**src/rtl/psg_seq_pkg.sv**
```systemverilog
// Shared types and helpers for the PSG command player.
//   state_t  - sequencer state encoding
//   cmd_t    - one queued command {chip, reg_num, val, wait_cnt}, sized for
//              the largest legal configuration (8 chips, 32-bit wait)
//   chip_w() - width of the chip index for a given chip count
//   level_w()- width of the FIFO occupancy count for a given depth
package psg_seq_pkg;

  localparam int CHIP_MAX_W = 3;
  localparam int WAIT_MAX_W = 32;

  typedef enum logic [2:0] {
    S_IDLE  = 3'd0,
    S_WAIT  = 3'd1,
    S_A_WR  = 3'd2,
    S_A_GAP = 3'd3,
    S_D_WR  = 3'd4,
    S_D_GAP = 3'd5
  } state_t;

  typedef struct packed {
    logic [CHIP_MAX_W-1:0] chip;
    logic [7:0]            reg_num;
    logic [7:0]            val;
    logic [WAIT_MAX_W-1:0] wait_cnt;
  } cmd_t;

  function automatic int chip_w(input int nchip);
    return (nchip > 1) ? $clog2(nchip) : 1;
  endfunction

  function automatic int level_w(input int depth);
    return $clog2(depth) + 1;
  endfunction

endpackage

```
**src/rtl/psg_cmd_fifo.sv**
```systemverilog
// Synchronous command FIFO. flush empties it on the same edge and takes
// priority over push and pop. Reads are from the registered array at rd_ptr.
// Ports:
//   clk, rst_n         - clock, async active-low reset
//   push, din          - write a command (ignored when full or flushing)
//   pop                - drop the head entry (ignored when empty or flushing)
//   flush              - discard all entries
//   dout               - head entry
//   full, empty, level - occupancy status, level counts 0..DEPTH
module psg_cmd_fifo
  import psg_seq_pkg::*;
#(
  parameter int DEPTH = 8,
  parameter int LW    = level_w(DEPTH)
) (
  input  logic          clk,
  input  logic          rst_n,
  input  logic          push,
  input  cmd_t          din,
  input  logic          pop,
  input  logic          flush,
  output cmd_t          dout,
  output logic          full,
  output logic          empty,
  output logic [LW-1:0] level
);

  localparam int AW = $clog2(DEPTH);

  cmd_t          mem [DEPTH];
  logic [AW-1:0] wr_ptr;
  logic [AW-1:0] rd_ptr;
  logic          push_ok;
  logic          pop_ok;

  assign full    = (level == LW'(DEPTH));
  assign empty   = (level == '0);
  assign push_ok = push && !full && !flush;
  assign pop_ok  = pop && !empty && !flush;
  assign dout    = mem[rd_ptr];

  // Pointers wrap naturally because DEPTH is a power of two.
  always_ff @(posedge clk or negedge rst_n) begin
    if (!rst_n) begin
      wr_ptr <= '0;
      rd_ptr <= '0;
      level  <= '0;
    end else if (flush) begin
      wr_ptr <= '0;
      rd_ptr <= '0;
      level  <= '0;
    end else begin
      if (push_ok) wr_ptr <= wr_ptr + AW'(1);
      if (pop_ok)  rd_ptr <= rd_ptr + AW'(1);
      level <= level + LW'(push_ok) - LW'(pop_ok);
    end
  end

  always_ff @(posedge clk) begin
    if (push_ok) mem[wr_ptr] <= din;
  end

endmodule

```
**src/rtl/psg_cmd_player.sv**
```systemverilog
// Timed register-write sequencer for jt03-class chips on a shared bus.
// Each queued command waits cmd_wait cen ticks, then performs an address
// write (addr=0, dout=reg) followed by a data write (addr=1, dout=val) with
// the target chip selected for the whole pair.
// Ports:
//   clk, rst_n, cen              - clock, async active-low reset, wait tick
//   cmd_valid/cmd_ready, cmd_*   - command push handshake and fields
//   flush                        - discard queued commands / abort a wait
//   cs_n, wr_n, addr, dout       - chip bus (all registered)
//   busy, level, err_chip        - status
//
// state   | meaning
// --------+-----------------------------------------------
// S_IDLE  | no command in progress, pop when FIFO non-empty
// S_WAIT  | counting down cmd_wait cen ticks
// S_A_WR  | address write, wr_n low for WR_LEN clocks
// S_A_GAP | wr_n high for GAP_LEN clocks
// S_D_WR  | data write, wr_n low for WR_LEN clocks
// S_D_GAP | wr_n high for GAP_LEN clocks, then back to idle
module psg_cmd_player
  import psg_seq_pkg::*;
#(
  parameter int NCHIP   = 2,
  parameter int DEPTH   = 8,
  parameter int WAIT_W  = 16,
  parameter int WR_LEN  = 1,
  parameter int GAP_LEN = 1,
  parameter int CW      = chip_w(NCHIP),
  parameter int LW      = level_w(DEPTH)
) (
  input  logic              clk,
  input  logic              rst_n,
  input  logic              cen,
  input  logic              cmd_valid,
  output logic              cmd_ready,
  input  logic [CW-1:0]     cmd_chip,
  input  logic [7:0]        cmd_reg,
  input  logic [7:0]        cmd_val,
  input  logic [WAIT_W-1:0] cmd_wait,
  input  logic              flush,
  output logic [NCHIP-1:0]  cs_n,
  output logic              wr_n,
  output logic              addr,
  output logic [7:0]        dout,
  output logic              busy,
  output logic [LW-1:0]     level,
  output logic              err_chip
);

  localparam int PH_MAX = (WR_LEN > GAP_LEN) ? WR_LEN : GAP_LEN;
  localparam int PH_W   = $clog2(PH_MAX + 1);
  localparam logic [PH_W-1:0] WR_LOAD  = PH_W'(WR_LEN - 1);
  localparam logic [PH_W-1:0] GAP_LOAD = PH_W'(GAP_LEN - 1);

  cmd_t                  cmd_in;
  cmd_t                  fifo_q;
  state_t                state;
  logic [CHIP_MAX_W-1:0] cur_chip;
  logic [7:0]            cur_reg;
  logic [7:0]            cur_val;
  logic [WAIT_MAX_W-1:0] wait_cnt;
  logic [PH_W-1:0]       ph_cnt;
  logic                  fifo_full;
  logic                  fifo_empty;
  logic                  chip_ok;
  logic                  push;
  logic                  pop;
  logic                  bus_active;
  logic                  data_phase;

  assign cmd_ready = !fifo_full && !flush;
  assign chip_ok   = int'(cmd_chip) < NCHIP;
  // Out-of-range chip commands are handshaken but never stored.
  assign push      = cmd_valid && cmd_ready && chip_ok;
  assign pop       = (state == S_IDLE) && !fifo_empty && !flush;

  always_comb begin
    cmd_in          = '0;
    cmd_in.chip     = CHIP_MAX_W'(cmd_chip);
    cmd_in.reg_num  = cmd_reg;
    cmd_in.val      = cmd_val;
    cmd_in.wait_cnt = WAIT_MAX_W'(cmd_wait);
  end

  always_comb begin
    bus_active = state inside {S_A_WR, S_A_GAP, S_D_WR, S_D_GAP};
    data_phase = state inside {S_D_WR, S_D_GAP};
  end

  psg_cmd_fifo #(
    .DEPTH (DEPTH),
    .LW    (LW)
  ) u_fifo (
    .clk   (clk),
    .rst_n (rst_n),
    .push  (push),
    .din   (cmd_in),
    .pop   (pop),
    .flush (flush),
    .dout  (fifo_q),
    .full  (fifo_full),
    .empty (fifo_empty),
    .level (level)
  );

  always_ff @(posedge clk or negedge rst_n) begin
    if (!rst_n) err_chip <= 1'b0;
    else if (cmd_valid && cmd_ready && !chip_ok) err_chip <= 1'b1;
  end

  // flush only aborts a pending wait; once the address phase has started the
  // data phase always follows so the chip never sees a dangling address.
  always_ff @(posedge clk or negedge rst_n) begin
    if (!rst_n) begin
      state    <= S_IDLE;
      cur_chip <= '0;
      cur_reg  <= '0;
      cur_val  <= '0;
      wait_cnt <= '0;
      ph_cnt   <= '0;
    end else begin
      case (state)
        S_IDLE: begin
          if (pop) begin
            cur_chip <= fifo_q.chip;
            cur_reg  <= fifo_q.reg_num;
            cur_val  <= fifo_q.val;
            if (fifo_q.wait_cnt != '0) begin
              wait_cnt <= fifo_q.wait_cnt;
              state    <= S_WAIT;
            end else begin
              ph_cnt <= WR_LOAD;
              state  <= S_A_WR;
            end
          end
        end
        S_WAIT: begin
          if (flush) begin
            state <= S_IDLE;
          end else if (cen) begin
            if (wait_cnt == WAIT_MAX_W'(1)) begin
              ph_cnt <= WR_LOAD;
              state  <= S_A_WR;
            end else begin
              wait_cnt <= wait_cnt - WAIT_MAX_W'(1);
            end
          end
        end
        S_A_WR: begin
          if (ph_cnt == '0) begin
            ph_cnt <= GAP_LOAD;
            state  <= S_A_GAP;
          end else ph_cnt <= ph_cnt - PH_W'(1);
        end
        S_A_GAP: begin
          if (ph_cnt == '0) begin
            ph_cnt <= WR_LOAD;
            state  <= S_D_WR;
          end else ph_cnt <= ph_cnt - PH_W'(1);
        end
        S_D_WR: begin
          if (ph_cnt == '0) begin
            ph_cnt <= GAP_LOAD;
            state  <= S_D_GAP;
          end else ph_cnt <= ph_cnt - PH_W'(1);
        end
        S_D_GAP: begin
          if (ph_cnt == '0) state <= S_IDLE;
          else ph_cnt <= ph_cnt - PH_W'(1);
        end
        default: state <= S_IDLE;
      endcase
    end
  end

  // Bus outputs are registered from the current state, so they trail the
  // state by one clock; addr/dout keep their last values outside a pair.
  always_ff @(posedge clk or negedge rst_n) begin
    if (!rst_n) begin
      cs_n <= '1;
      wr_n <= 1'b1;
      addr <= 1'b0;
      dout <= '0;
      busy <= 1'b0;
    end else begin
      busy <= (state != S_IDLE);
      wr_n <= !(state == S_A_WR || state == S_D_WR);
      for (int i = 0; i < NCHIP; i++) begin
        cs_n[i] <= !(bus_active && (cur_chip == CHIP_MAX_W'(i)));
      end
      if (bus_active) begin
        addr <= data_phase;
        dout <= data_phase ? cur_val : cur_reg;
      end
    end
  end

endmodule

```
**config.mk**
```make
export PLATFORM = sky130hd
export DESIGN_NAME = psg_cmd_player
export DESIGN_NICKNAME = d
export VERILOG_FILES = /design/src/rtl/psg_seq_pkg.sv /design/src/rtl/psg_cmd_fifo.sv /design/src/rtl/psg_cmd_player.sv
export SDC_FILE = /design/constraint.sdc
export NUM_CORES = 1
export LEC_CHECK = 0
export ABC_AREA = 0
export BUFFER_PORTS_ARGS = -buffer_cell sky130_fd_sc_hd__buf_2
export CORE_ASPECT_RATIO = 1.2
export CORE_MARGIN = 8
export CORE_UTILIZATION = 55
export CTS_CLUSTER_DIAMETER = 30
export DETAILED_ROUTE_END_ITERATION = 8
export PLACE_DENSITY = 0.75
export SYNTH_ARGS = -nofsm -noshare
export SYNTH_HDL_FRONTEND = slang
export SYNTH_SLANG_ARGS = --single-unit
export TNS_END_PERCENT = 10
```
**constraint.sdc**
```tcl
create_clock -name clk -period 4.04 [get_ports clk]
set_input_delay 0.202 -clock clk [delete_from_list [all_inputs] [get_ports clk]]
set_output_delay 0.202 -clock clk [all_outputs]
set_load 0.02 [all_outputs]
```
==> impl_metrics.json <==
{
  "async_flop_share_pct": 22.12,
  "vias": 8205,
  "fill_cells": 1707,
  "cts_resized": 0,
  "slew_violations": 0,
  "vias_per_cell": 6.151,
  "powerDensity_nw_per_um2": 652.5,
  "drc": 0,
  "grt_pass1_wl_um": 47990,
  "final.setup_skew_ns": 0.03211,
  "cts_tree": "built",
  "wl_per_cell_um": 22.66,
  "finish.instance_area_um2": 16790,
  "end_kind": "register",
  "ios": 57,
  "dpl_cell_area_um2": 14810,
  "crit_chain": "buf_4 > mux4_2 > mux2i_1 > nand4_1 > or4_1 > o21ai_4 > o22a_1",
  "hold_ws_ns": 0.1449,
  "synth_cell_types": 67,
  "final_common_cell": "edfxtp_1",
  "p_total_uw": 10960,
  "layout-drive-gt1-share_pct": 25.02,
  "totalWireLength_um": 30230,
  "hold_violations": 0,
  "max-vdd-ir-drop_mv": 0.3965,
  "slew_headroom_pct": 32.31,
  "clk_pin_slew_ns": 0.05,
  "grt_usage_pct": 19.96,
  "slowest_stage": "dfrtp_4",
  "layout.cells.most_common_list": "edfxtp_1, dfrtp_1, mux4_2",
  "io_buffer_count": 55,
  "die_x_um": 162.0,
  "largest_register_ffs": 264,
  "areaGrowthSynthToFinish_pct": 19.30,
  "maxCapViolCount": 0,
  "ys_seq_elements": 339,
  "crit_buf_inv": 1,
  "ys_warn_count": 0,
  "regArea_um2": 9814,
  "multi_input_area_um2": 4033,
  "core-area_um2": 25300,
  "dp_cells": 1209,
  "crit_type": "register to register",
  "cp.arrival_ns": 3.96,
  "grt_max_degree": 76,
  "ant_nets": 0,
  "drtIter0Drc": 783,
  "layout.cells.non_filler": 1334,
  "status": "finished clean",
  "placementRows": 64,
  "syn_inst": 849,
  "synthesis.nets": 898,
  "cts-root-buf": "clkbuf_16",
  "rsz0062_at_grt": "false",
  "crit_family": "simple AND/OR/NAND/NOR gates",
  "grt_pass1_vias": 8536,
  "critPathMaxFanout": 26,
  "p_leak_uw": 0.005748,
  "max_freq_ghz": 0.2854,
  "reg_top3": "u_fifo.mem: 264 flops, wait_cnt: 32 flops",
  "avgSynthCellArea_um2": 16.58,
  "critPathRequiredTime_ns": 4.50,
  "antenna_found_initial": 1,
  "period_minus_slack_ns": 3.504,
  "die_h_um": 191.3,
  "hold_path_class": "input pin to register",
  "globalplace.congestion": 0.8504,
  "cts_sinks": 339,
  "critPathMaxStageDelay_ns": 0.74,
  "finalNetCount": 1013,
  "max_flop_register": "u_fifo.mem",
  "htreeDepth": 2,
  "clock_latency_ns": 0.55,
  "finalCritPeriodShare_pct": 86.73,
  "finalSetupViolCount": 0,
  "syn_area_um2": 14080,
  "dr.pass1.iters": 7,
  "tightest_slew_ns": 1.015,
  "cts_buffers": 48,
  "grt.overflow.total": 0,
  "die-area_um2": 30990,
  "synthFlopType": "edfxtp_1",
  "critPathLaunchType": "register",
  "start_util_pct": 55.63,
  "synth-edff-count": 264,
  "post_cts_buffers": 0,
  "clockBufferDepth": 3,
  "ys_seq_area_share_pct": 69.67,
  "place_hpwl_um": 16800
}
-- final timing paths --
| kind | slack, ns | from | endpoint | depth (start not counted) |
|---|---|---|---|---|
| max | 0.54 | u_fifo.rd_ptr[0]$_DFFE_PN0P_ | wait_cnt[13]$_DFFE_PN0P_ | 7 |
| min | 0.14 | cen | wait_cnt[17]$_DFFE_PN0P_ | 4 |
| max reg2reg | 0.54 | u_fifo.rd_ptr[0]$_DFFE_PN0P_ | wait_cnt[13]$_DFFE_PN0P_ | 7 |
| min reg2reg | 0.42 | cur_chip[0]$_DFFE_PN0P_ | cs_n[1]$_DFF_PN1_ | 1 |
| max in group asynchronous | 2.89 | rst_n | u_fifo.rd_ptr[0]$_DFFE_PN0P_ | 2 |
| min in group asynchronous | 0.39 | rst_n | wait_cnt[26]$_DFFE_PN0P_ | 2 |
-- per-layer routing --
layer  GRT usage, %  part of all wire (%)
met3          3.274                   6.5
met2          33.82                    51
met5              0                     0
met1          26.09                    41
met4          6.312                   2.0
-- cells in the mapped netlist (4+ instances only) --
cell type  number  area share [%]
a221oi_1        6            0.37
nor2_1         57             1.5
and2_1          5            0.22
a41oi_1         4            0.25
edfxtp_1      264              56
buf_1          10            0.27
buf_2           8            0.28
nand4_1         4            0.18
a211oi_1       20             1.1
dfrtp_1        72              13
inv_1          22            0.59
ha_1           10            0.89
o2bb2ai_1       6            0.37
nor3_1         21            0.75
nor2b_1        10            0.44
a21oi_1        51             1.8
o21ai_0        10            0.36
nand2b_1        4            0.18
nand2_1        25            0.67
mux2i_1        43             3.1
nor4_1         11            0.49
clkbuf_1       25            0.67
or4_1          11            0.59
o22a_1          5            0.31
mux4_2         66              11
nand3_1        11            0.39
-- where the power goes --
group	total (uW)	internal (uW)	switching, uW
clock	4150	2500	1650
combinational	2330	972	1360
sequential	4480	4150	327
-- layout make-up --
class	count	area share, %
well taps	330	2.459
flip-flops and latches	339	58.44
multi-input cells	440	24.01
inverters	22	0.4917
diodes	1	0.01490
clock buffers	53	7.391
clock inverters	36	2.347
repair buffers	113	4.843
-- tightest hold or removal path, cell delays in order --
cell and delay (ns):
buf_2 0.11, nand2_1 0.10, nor4_1 0.07, a2bb2oi_1 0.14
-- metrics by stage --
| step | worst slack (ns) | utilization (%) | TNS [ns] |
|---|---|---|---|
| after floorplan | -0.3221 | - | -10.63 |
| after global routing | 0.3840 | 66.37 | 0 |
| final | 0.5360 | 66.37 | 0 |
| after CTS | 0.5381 | 66.36 | 0 |
| after detailed placement | 0.6441 | 58.51 | 0 |
| after global placement | 0.7145 | 58.51 | 0 |
-- cell families after synthesis --
| group | count (synthesis) | synth area share [%] |
|---|---|---|
| AOI/OAI and AO/OA | 135 | 6.622 |
| other | 1 | 0.02664 |
| DFF | 339 | 69.67 |
| and+or+nand+nor | 177 | 6.435 |
| xor gates and xnor gates | 6 | 0.3734 |
| buffers and inverters | 70 | 2.151 |
| muxes | 109 | 13.62 |
| adders and majority gates | 12 | 1.102 |
-- what timing repair did --
| item | CTS | global route |
|---|---|---|
| hold endpoints to repair | 343 | 0 |
| setup endpoints to repair | 0 | 0 |
| hold buffers | 35 | 0 |
Note: power is estimated with default switching activity, not from simulation.
